### src/rtl/systolic_output_collector_pkg.sv
// Shared constants and word types for the systolic array output path.
package systolic_output_collector_pkg;
    localparam int NUM_COLS = 5;
    localparam int DATA_W   = 8;
    localparam int PSUM_W   = 16;
    localparam int WORD_W   = NUM_COLS * PSUM_W;

    typedef logic [PSUM_W-1:0] psum_t;
    typedef logic [WORD_W-1:0] word_t;
endpackage

### src/rtl/systolic_output_collector_if.sv
// Result stream from the collector to the host.
// Handshake: a word transfers in any cycle where valid && ready; valid and data
// hold steady until that transfer, and ready may change freely at any time.
interface systolic_output_collector_if;
    import systolic_output_collector_pkg::*;

    logic  valid;
    logic  ready;
    word_t data;

    modport master (output valid, output data, input ready);
    modport slave  (input valid, input data, output ready);
endinterface

### src/rtl/systolic_result_fifo.sv
// Result word FIFO with wrap-bit pointers; a push while full is dropped unless
// a pop frees the slot in the same cycle.
module systolic_result_fifo #(
    parameter int WIDTH = 80,
    parameter int DEPTH = 4
) (
    input  logic             clk,
    input  logic             rst_n,
    input  logic             push_i,
    input  logic [WIDTH-1:0] push_data_i,
    input  logic             pop_i,
    output logic             empty_o,
    output logic             drop_o,
    output logic [WIDTH-1:0] head_o
);
    localparam int AW = $clog2(DEPTH);

    logic [AW:0]      wr_ptr_q, wr_ptr_d;
    logic [AW:0]      rd_ptr_q, rd_ptr_d;
    logic [WIDTH-1:0] mem_q [DEPTH];
    logic             full;
    logic             do_push;
    logic             do_pop;

    always_comb begin
        empty_o  = (wr_ptr_q == rd_ptr_q);
        full     = (wr_ptr_q[AW] != rd_ptr_q[AW]) && (wr_ptr_q[AW-1:0] == rd_ptr_q[AW-1:0]);
        do_pop   = pop_i && !empty_o;
        do_push  = push_i && (!full || do_pop);
        drop_o   = push_i && full && !do_pop;
        wr_ptr_d = do_push ? wr_ptr_q + 1'b1 : wr_ptr_q;
        rd_ptr_d = do_pop  ? rd_ptr_q + 1'b1 : rd_ptr_q;
        head_o   = empty_o ? '0 : mem_q[rd_ptr_q[AW-1:0]];
    end

    always_ff @(posedge clk or negedge rst_n) begin
        if (!rst_n) begin
            wr_ptr_q <= '0;
            rd_ptr_q <= '0;
        end else begin
            wr_ptr_q <= wr_ptr_d;
            rd_ptr_q <= rd_ptr_d;
        end
    end

    // Storage needs no reset: head_o is forced to zero whenever empty.
    always_ff @(posedge clk) begin
        if (do_push) begin
            mem_q[wr_ptr_q[AW-1:0]] <= push_data_i;
        end
    end
endmodule

### src/rtl/systolic_output_collector.sv
// Deskews the five systolic column outputs into one word and buffers it for the host.
// Optional DROP_CNT_EN adds an 8-bit saturating count of words dropped on a full FIFO.
module systolic_output_collector
    import systolic_output_collector_pkg::*;
#(
    parameter int ARRAY_LAT  = 5,
    parameter int FIFO_DEPTH = 4
) (
    input  logic                        clk,
    input  logic                        rst_n,
    input  logic                        ena,
    input  logic                        in_valid,
    input  psum_t                       col_in1,
    input  psum_t                       col_in2,
    input  psum_t                       col_in3,
    input  psum_t                       col_in4,
    input  psum_t                       col_in5,
    systolic_output_collector_if.master out_if,
    output logic                        overflow
`ifdef DROP_CNT_EN
    ,
    output logic [7:0]                  drop_cnt
`endif
);
    localparam int PIPE_D = ARRAY_LAT + 4;

    logic [PIPE_D-1:0] vpipe_q, vpipe_d;
    psum_t             d1_q [4];
    psum_t             d2_q [3];
    psum_t             d3_q [2];
    psum_t             d4_q;
    word_t             aligned;
    logic              push;
    logic              pop;
    logic              empty;
    logic              drop;

    always_comb begin
        vpipe_d = {vpipe_q[PIPE_D-2:0], in_valid & ena};
        // Column j lags column 1 by j-1 cycles, so earlier columns wait longer.
        aligned = {col_in5, d4_q, d3_q[1], d2_q[2], d1_q[3]};
        push    = vpipe_q[PIPE_D-1];
        pop     = out_if.valid && out_if.ready;
    end

    always_ff @(posedge clk or negedge rst_n) begin
        if (!rst_n) begin
            vpipe_q <= '0;
            for (int i = 0; i < 4; i++) d1_q[i] <= '0;
            for (int i = 0; i < 3; i++) d2_q[i] <= '0;
            for (int i = 0; i < 2; i++) d3_q[i] <= '0;
            d4_q <= '0;
        end else begin
            vpipe_q <= vpipe_d;
            d1_q[0] <= col_in1;
            for (int i = 1; i < 4; i++) d1_q[i] <= d1_q[i-1];
            d2_q[0] <= col_in2;
            for (int i = 1; i < 3; i++) d2_q[i] <= d2_q[i-1];
            d3_q[0] <= col_in3;
            d3_q[1] <= d3_q[0];
            d4_q    <= col_in4;
        end
    end

    systolic_result_fifo #(
        .WIDTH (WORD_W),
        .DEPTH (FIFO_DEPTH)
    ) u_fifo (
        .clk         (clk),
        .rst_n       (rst_n),
        .push_i      (push),
        .push_data_i (aligned),
        .pop_i       (pop),
        .empty_o     (empty),
        .drop_o      (drop),
        .head_o      (out_if.data)
    );

    assign out_if.valid = !empty;

`ifdef DROP_CNT_EN
    logic [7:0] drop_cnt_q, drop_cnt_d;

    always_comb begin
        drop_cnt_d = drop_cnt_q;
        if (drop && (drop_cnt_q != 8'hFF)) begin
            drop_cnt_d = drop_cnt_q + 8'd1;
        end
    end

    always_ff @(posedge clk or negedge rst_n) begin
        if (!rst_n) drop_cnt_q <= '0;
        else        drop_cnt_q <= drop_cnt_d;
    end

    assign drop_cnt = drop_cnt_q;
    assign overflow = (drop_cnt_q != 8'd0);
`else
    logic overflow_q;

    always_ff @(posedge clk or negedge rst_n) begin
        if (!rst_n)    overflow_q <= 1'b0;
        else if (drop) overflow_q <= 1'b1;
    end

    assign overflow = overflow_q;
`endif
endmodule

### src/flat_wrapper.sv
// flat-port wrapper written by rule: the top's interface ports become plain ports
module systolic_output_collector_flat import systolic_output_collector_pkg::*;
#(
    parameter int ARRAY_LAT  = 5,
    parameter int FIFO_DEPTH = 4
)
  (clk, rst_n, ena, in_valid, col_in1, col_in2, col_in3, col_in4, col_in5, overflow, out_if_valid, out_if_data, out_if_ready);
  systolic_output_collector_if out_if_i ();
  input  logic clk;
  input  logic rst_n;
  input  logic ena;
  input  logic in_valid;
  input  psum_t col_in1;
  input  psum_t col_in2;
  input  psum_t col_in3;
  input  psum_t col_in4;
  input  psum_t col_in5;
  output logic overflow;
  output wire logic [$bits(out_if_i.valid)-1:0] out_if_valid;
  output wire logic [$bits(out_if_i.data)-1:0] out_if_data;
  input wire logic [$bits(out_if_i.ready)-1:0] out_if_ready;
  assign out_if_valid = out_if_i.valid;
  assign out_if_data = out_if_i.data;
  assign out_if_i.ready = out_if_ready;
  systolic_output_collector #(.ARRAY_LAT(ARRAY_LAT), .FIFO_DEPTH(FIFO_DEPTH)) u_core (.clk(clk), .rst_n(rst_n), .ena(ena), .in_valid(in_valid), .col_in1(col_in1), .col_in2(col_in2), .col_in3(col_in3), .col_in4(col_in4), .col_in5(col_in5), .out_if(out_if_i), .overflow(overflow));
endmodule
### config.mk
export PLATFORM = sky130hd
export DESIGN_NAME = systolic_output_collector_flat
export DESIGN_NICKNAME = d
export VERILOG_FILES = /design/src/rtl/systolic_output_collector_pkg.sv /design/src/rtl/systolic_output_collector_if.sv /design/src/rtl/systolic_result_fifo.sv /design/src/rtl/systolic_output_collector.sv /design/src/flat_wrapper.sv
export SDC_FILE = /design/constraint.sdc
export NUM_CORES = 1
export LEC_CHECK = 0
export BUFFER_PORTS_ARGS = -buffer_cell sky130_fd_sc_hd__buf_4
export CAP_MARGIN = 20
export CORE_ASPECT_RATIO = 1.5
export CORE_MARGIN = 10
export CORE_UTILIZATION = 58
export CTS_BUF_LIST = sky130_fd_sc_hd__clkbuf_8 sky130_fd_sc_hd__clkbuf_16
export DETAILED_ROUTE_END_ITERATION = 10
export PLACE_DENSITY = 0.77
export SETUP_SLACK_MARGIN = 0.02
export SLEW_MARGIN = 0
export SYNTH_ARGS = -nofsm -noshare
export SYNTH_HDL_FRONTEND = slang
export SYNTH_HIERARCHICAL = 1
export SYNTH_SLANG_ARGS = --single-unit
### constraint.sdc
create_clock -name clk -period 5.35 [get_ports clk]
set_input_delay 0.535 -clock clk [delete_from_list [all_inputs] [get_ports clk]]
set_output_delay 0.535 -clock clk [all_outputs]
set_load 0.1 [all_outputs]
Word-level counts from Yosys, hierarchy flattened --
Memory sizes are Yosys's and may differ from the RTL's. Cells that the tools add are included.
Word-level totals: bits in writable memories 320, flip-flop bits (word level) 176, output and inout port bits 82, memories 1, input bits 85, logic and storage cells 34
Cells by class: bitwise gates (word level) 1, muxes and demuxes 3, reductions and logical operators 10, equal/unequal tests 3, add/subtract/negate cells 2
Memories:
- u_core.u_fifo.mem_q | words 4, bits a word 80, read ports 1, clocked after Yosys merged registers in 0, wr ports 1, line systolic_result_fifo.sv:20 | logic [WIDTH-1:0] mem_q [DEPTH];
Operators by type and width (count):
- 80-bit two-way mux | 1
- 3-bit by 1-bit adder with 3-bit output (second input constant) | 2
- 1-bit logical AND | 6
- 3-bit equality test | 1
- 1-bit zero test | 3
- 2-bit equality test | 1
- 1-bit two-way mux | 2
- 1-bit AND | 1
- 1-bit logical OR | 1
- 1-bit inequality test | 1

Logic depth before layout (Yosys ltp) --
Gate-level depths: netlist (run 1).
word-level depth 8, mapped depth 8, gate-level depth less buffers 6

By module --
Netlist (run 1), hierarchy kept.
By module, submodules not included:
- systolic_result_fifo | instances 1, seq. area each 9759.4 µm², area an instance 12455.7 µm², cells an instance 544
- systolic_output_collector | instances 1, seq. area each 4254.1 µm², area an instance 4276.6 µm², cells an instance 174

Least setup slack after synthesis (run 1) --
Ideal clock, no wire load.
path kind reg-to-reg, from register u_core.u_fifo.rd_ptr_q[0], to memory u_core.u_fifo.mem_q[1][0] (enable), stages on the path, launching flop included 8, data required time 4.902 ns, buffers on the path 2, period minus slack after synthesis 3.949 ns, arrival time 3.501 ns, setup time 0.448 ns, setup slack 1.401 ns, cell sequence dfrtp_1 > buf_2 > xor2_1 > nor3_2 > buf_2 > nor2b_1 > or4_4 > and3_1
On the way: longest elaborated chain between the ends 8, elaborated cells on any way between the ends 11, classes of those cells eq/ne: 2; mux: 2; reduce/logical: 7
Ends and longest elaborated chain:
- start, declared | line systolic_result_fifo.sv:19 | logic [AW:0] rd_ptr_q, rd_ptr_d;
- start signal, assigned | line systolic_result_fifo.sv:42 | rd_ptr_q <= rd_ptr_d;
- 3-bit equality test | line systolic_result_fifo.sv:26 | empty_o = (wr_ptr_q == rd_ptr_q);
- net u_core.empty | line systolic_output_collector.sv:35 | logic empty;
- 1-bit zero test | line systolic_output_collector.sv:79 | assign out_if.valid = !empty;
- 1-bit logical AND | line systolic_output_collector.sv:43 | pop = out_if.valid && out_if.ready;
- net u_core.pop | line systolic_output_collector.sv:34 | logic pop;
- 1-bit logical AND | line systolic_result_fifo.sv:28 | do_pop = pop_i && !empty_o;
- 1-bit logical OR | line systolic_result_fifo.sv:29 | do_push = push_i && (!full || do_pop);
- 1-bit logical AND | line systolic_result_fifo.sv:29
- 1-bit two-way mux | line systolic_result_fifo.sv:48 | if (do_push) begin
- 1-bit two-way mux (implied by the code) | line systolic_result_fifo.sv:49 | mem_q[wr_ptr_q[AW-1:0]] <= push_data_i;
- end, declared | line systolic_result_fifo.sv:20
The timed path passes the listed nets, and every way through them passes these cells.

Final worst setup path (run 1) --
from register u_core.u_fifo.rd_ptr_q[0], to output port out_if_data[24]
On the way: longest elaborated chain between the ends 2, elaborated cells on any way between the ends 3, classes of those cells eq/ne: 1; mux: 1; memory: 1
Ends and longest elaborated chain:
- 3-bit equality test | line systolic_result_fifo.sv:26
- net u_core.empty | line systolic_output_collector.sv:35
- 80-bit two-way mux | line systolic_result_fifo.sv:33 | head_o = empty_o ? '0 : mem_q[rd_ptr_q[AW-1:0]];
- end, declared | line flat_wrapper.sv:20 | output wire logic [$bits(out_if_i.data)-1:0] out_if_data;
The timed path passes the listed nets, and every way through them passes these cells.

==> results of run 1 <==
[logic make-up after synthesis]
logic type	Yosys count	synth area share, %
simple gates	93	3.51
flops	496	83.8
buf+inv	30	0.793
xor+xnor	7	0.411
compound gates	5	0.254
fa+ha+maj	5	0.374
mux	82	10.9
[critical path: cells and delay by family, from the launching register on]
kind          cells  cell delay (ns)
flops             1             0.78
xor+xnor          1             0.30
simple gates      2             0.41
buf+inv           2             1.00
[Yosys cell counts]
master and n:
edfxtp_1 320, dfrtp_1 176, nor2b_1 82, mux4_2 80
clkbuf_1 15, buf_2 10, ha_1 5, and3_1 4
inv_1 4, xnor2_1 4, mux2_2 2, xor2_1 2
a21boi_0 1, a311o_1 1, and2_1 1, buf_6 1
nand2b_1 1, nor2_1 1, nor3_2 1, nor4_1 1
o311ai_0 1, o31ai_1 1, o41ai_1 1, or2_1 1
or4_4 1, xor2_2 1
[state kept, by name, indices dropped and copies added (netlist names)]
| name | cells |
|---|---|
| u_core/d3_q | 16 |
| u_core/u_fifo/wr_ptr_q | 3 |
| u_core/d4_q | 16 |
| u_core/aligned | 48 |
| u_core/u_fifo/mem_q | 320 |
| u_core/overflow | 1 |
| u_core/d2_q | 32 |
| u_core/d1_q | 48 |
| u_core/u_fifo/rd_ptr_q | 3 |
| u_core/vpipe_q | 9 |
[stage by stage]
stage	hold WS, ns	cell area [µm²]
4_1_cts	0.0705	20000
2_1_floorplan	0.239	16700
5_1_grt	0.0791	20000
3_5_place_dp	0.335	18500
6_report	0.0248	20000
3_3_place_gp	0.331	18500
[final cells by class]
cell class,count,area (µm²)
inverters,4,15.0
multi-input cells,192,2610
clock buffers,51,1220
clock inverters,26,253
flip-flops and latches,496,14000
well taps,390,488
repair buffers,180,1360
fillers,1732,8650
diodes,1,2.50
[worst paths after layout]
kind | startpoint | end | slack, ns | cells after the start
min reg2reg | u_core/d2_q[43] | u_core/d2_q[27] | 0.34 | 0
min | rst_n | u_core/d3_q[17] | 0.02 | 1
min in group clk | col_in3[15] | u_core/d3_q[31] | 0.10 | 1
max in group asynchronous | rst_n | u_core/aligned[0] | 4.12 | 2
max | u_core/u_fifo/rd_ptr_q[0] | out_if_data[24] | 1.75 | 5
max reg2reg | u_core/u_fifo/rd_ptr_q[0] | u_core/u_fifo/mem_q[2][33] | 1.97 | 6
[per-layer routing]
| metal | vias up | global-route usage [%] | routed length, µm |
|---|---|---|---|
| li1 | 3166 | - | - |
| met3 | 49 | 3.31 | 1500 |
| met2 | 179 | 29.3 | 16100 |
| met1 | 3780 | 19.4 | 10900 |
| met5 | - | 0 | 0 |
| met4 | 0 | 5.95 | 833 |
==> results.sh, run 1 <==
export IMPL_drt_iter0_markers=372
export IMPL_yosys_warnings=6
export IMPL_finalNetCount=1006
export IMPL_crit_top_cell="buf_4"
export IMPL_vias=7174
export IMPL_pre_cts_ws_ns=1.93
export IMPL_post_cts_buffers=0
export IMPL_postCtsHoldBufs=0
export IMPL_synth_area_per_cell_um2=23.3
export IMPL_min_path_type="in -> async"
export IMPL_initial_utilization_pct=58.5
export IMPL_required_ns=4.82
export IMPL_path_class="reg -> out"
export IMPL_clk_path_buf_depth=3
export IMPL_utilization_pct=69.8
export IMPL_drv_cap=0
export IMPL_final_layout_size_suffix_gt1_share_pct=35.8
export IMPL_clkSinkCount=496
export IMPL_grt_antenna_before_repair=1
export IMPL_grt_max_degree=87
export IMPL_startpoint_type="flip-flop"
export IMPL_final_cell_mix="320 x edfxtp_1, 179 x buf_4, 174 x dfrtp_1"
export IMPL_place_gp_congestion=0.736
export IMPL_period_needed_ns=3.60
export IMPL_slowest_delay_ns=0.78
export IMPL_place_port_buffers=166
export IMPL_drv_slew=0
export IMPL_antenna_left=0
export IMPL_synthTopCellsByArea="edfxtp_1 57%, dfrtp_1 26%, mux4_2 11%"
export IMPL_numCtsBuffers=42
export IMPL_relSlewSlack_pct=25.4
export IMPL_final_common_cell="edfxtp_1"
export IMPL_rsz0062_at_grt="false"
export IMPL_synth_nets=808
export IMPL_crit_chain="xor2_1 -> nor3_4 -> buf_4 -> nor2b_1 -> buf_4"
export IMPL_status="complete, no violations"
export IMPL_cts_resized=0
export IMPL_fin_crit_sh_pct=67.2
export IMPL_vias_per_cell=5.35
export IMPL_cts_tree="built"
export IMPL_dp_cells=1262
export IMPL_final_cells=1340
export IMPL_ys_types=26
export IMPL_yosys_area_top_type="edfxtp_1"
export IMPL_dieArea_um2=36200
export IMPL_end_kind="output port"
export IMPL_synth_top_area_share_pct=57.4
export IMPL_hpwl_um=17400
export IMPL_worst_pin_slew_ns=1.12
export IMPL_slowest_stage="dfrtp_4"
export IMPL_cp_max_fo=81
export IMPL_yosys_register_bits=496
export IMPL_critPathArrivalTime_ns=3.06
export IMPL_io_pins=167
export IMPL_track_usage_pct=16.5
export IMPL_clk_pin_slew_ns=0.06
export IMPL_syn_inst=718
export IMPL_finalSetupTns_ns=0
export IMPL_syn_area_um2=16700
export IMPL_die_x_um=159
export IMPL_grt_pass1_vias=7943
export IMPL_firstDrtPassIters=4
export IMPL_htreeDepth=2
export IMPL_setup_viol=0
export IMPL_core_um2=28600
export IMPL_layout_setup_ws_ns=1.75
export IMPL_clk_latency_ns=0.54
export IMPL_fin_worst_skew_ns=0.0276
export IMPL_root_buffer="clkbuf_16"
export IMPL_area_growth_pct=19.3
export IMPL_final_hold_violation_count=0
export IMPL_fmax_ghz=0.278
export IMPL_drc_errors=0
export IMPL_grt_ovfl_total=0
export IMPL_fp_row_count=76
export IMPL_wl_per_cell_um=21.9
export IMPL_die_h_um=228
export IMPL_yosysSeqAreaShare_pct=83.8
export IMPL_drt_total_wl_um=29400
export IMPL_grt_pass1_wl_um=45400
Power of run 1 is left out: the tool's default activity adds up to more than one toggle a clock period on the data nets, which glitch-free logic cannot reach.
==> inputs of run 2 (changes only) <==
==> constraint.sdc (replaced) <==
create_clock -name clk -period 3.5 [get_ports clk]
set_input_delay 0.35 -clock clk [delete_from_list [all_inputs] [get_ports clk]]
set_output_delay 0.35 -clock clk [all_outputs]
set_load 0.1 [all_outputs]
==> results.sh, run 2 (synthesis results as in run 1) <==
export IMPL_vias_per_cell=5.24
export IMPL_numCtsBuffers=41
export IMPL_drt_total_wl_um=30600
export IMPL_rsz0062_at_grt="false"
export IMPL_min_path_type="in -> reg"
export IMPL_clkSinkCount=496
export IMPL_final_layout_size_suffix_gt1_share_pct=33.0
export IMPL_grt_max_degree=97
export IMPL_status="complete, no violations"
export IMPL_grt_ovfl_total=0
export IMPL_rr_startpoint="u_core/u_fifo/rd_ptr_q[0]"
export IMPL_largest_reg_flops=320
export IMPL_core_um2=28600
export IMPL_required_ns=3.15
export IMPL_relSlewSlack_pct=39.8
export IMPL_vias=7369
export IMPL_cts_tree="built"
export IMPL_clk_latency_ns=0.53
export IMPL_place_port_buffers=166
export IMPL_clk_path_buf_depth=3
export IMPL_place_gp_congestion=0.683
export IMPL_track_usage_pct=17.4
export IMPL_die_x_um=159
export IMPL_worst_pin_slew_ns=0.903
export IMPL_critPathArrivalTime_ns=2.71
export IMPL_final_cell_mix="320 x edfxtp_1, 174 x dfrtp_1, 169 x buf_4"
export IMPL_cts_resized=0
export IMPL_final_common_cell="edfxtp_1"
export IMPL_root_buffer="clkbuf_16"
export IMPL_cp_max_fo=81
export IMPL_drv_slew=0
export IMPL_antenna_left=0
export IMPL_crit_start="u_core/u_fifo/rd_ptr_q[1]"
export IMPL_io_pins=167
export IMPL_grt_antenna_before_repair=0
export IMPL_end_kind="output port"
export IMPL_dieArea_um2=36200
export IMPL_drc_errors=0
export IMPL_clk_pin_slew_ns=0.07
export IMPL_path_class="reg -> out"
export IMPL_fmax_ghz=0.327
export IMPL_final_hold_violation_count=0
export IMPL_hp_start="col_in5[7]"
export IMPL_grt_pass1_wl_um=47500
export IMPL_firstDrtPassIters=4
export IMPL_initial_utilization_pct=58.5
export IMPL_fin_crit_sh_pct=87.4
export IMPL_finalSetupTns_ns=0
export IMPL_setup_viol=0
export IMPL_drv_cap=0
export IMPL_grt_pass1_vias=8252
export IMPL_period_needed_ns=3.06
export IMPL_diodes=0
export IMPL_fin_worst_skew_ns=0.0125
export IMPL_hpwl_um=16700
export IMPL_wl_per_cell_um=21.7
export IMPL_htreeDepth=2
export IMPL_die_h_um=228
export IMPL_fp_row_count=76
export IMPL_area_growth_pct=23.8
export IMPL_finalNetCount=1076
export IMPL_drt_iter0_markers=431
export IMPL_startpoint_type="flip-flop"
## run 2: cell count changes in the layout (fill, tap and decap cells not counted), sizes merged
| cell | before | now |
|---|---|---|
| buf | 179 | 176 |
| inv | 12 | 11 |
| dlygate4sd3 | 0 | 74 |
| clkbuf | 52 | 50 |
| clkinvlp | 0 | 4 |
| diode | 1 | 0 |
| bufinv | 5 | 4 |
| clkinv | 13 | 9 |
## run 2: metal layers
metal	vias to the layer above	track usage, %	routed length, µm
li1	3299	-	-
met4	0	5.69	795
met5	-	0	0
met1	3830	20.8	11500
met3	49	3.15	1360
met2	191	31.0	16900
## run 2: area by class of cell
cell class | count | area [µm²]
sequential | 496 | 14000
multi-input combinational | 192 | 2610
inverter | 4 | 15.0
tap | 390 | 488
timing repair buffer | 251 | 2160
clock buffer | 49 | 1170
clock inverter | 24 | 238
fill | 1638 | 7920
## run 2: per-stage QoR
stage	util (%)	cells	worst slack, ns	instance area, µm²	hold WS, ns
2_1_floorplan	-	718	0.414	16700	0.0544
3_5_place_dp	64.8	1259	0.667	18600	0.335
6_report	72.3	1406	0.442	20700	0.0228
3_3_place_gp	64.8	1259	0.687	18600	0.332
4_1_cts	72.3	1404	0.426	20700	0.00126
5_1_grt	72.3	1406	0.309	20700	0.00144
## run 2: worst paths after layout
kind	endpoint	slack, ns	cells after the start
setup reg to reg	u_core/u_fifo/mem_q[3][6]	0.63	6
hold / removal	u_core/u_fifo/mem_q[2][71]	0.02	1
max in group asynchronous	u_core/d1_q[30]	2.17	3
min in group asynchronous	u_core/d3_q[16]	0.42	2
hold reg to reg	u_core/d1_q[16]	0.34	0
setup / recovery	out_if_data[37]	0.44	5
## run 2: worst max-delay path, stage by stage, from the launching register on
cell     delay [ns]
dfrtp_4        0.50
xor2_2         0.23
nor3_4         0.21
buf_4          0.72
nor2b_1        0.16
buf_4          0.29
## run 2: repair_timing
| action | 4_1_cts | 5_1_grt |
|---|---|---|
| setup endpoints to repair | 0 | 0 |
| setup buffers | 0 | 0 |
| hold buffers | 72 | 2 |
| hold endpoints to repair | 182 | 7 |
Power of run 2 is left out for the same reason.
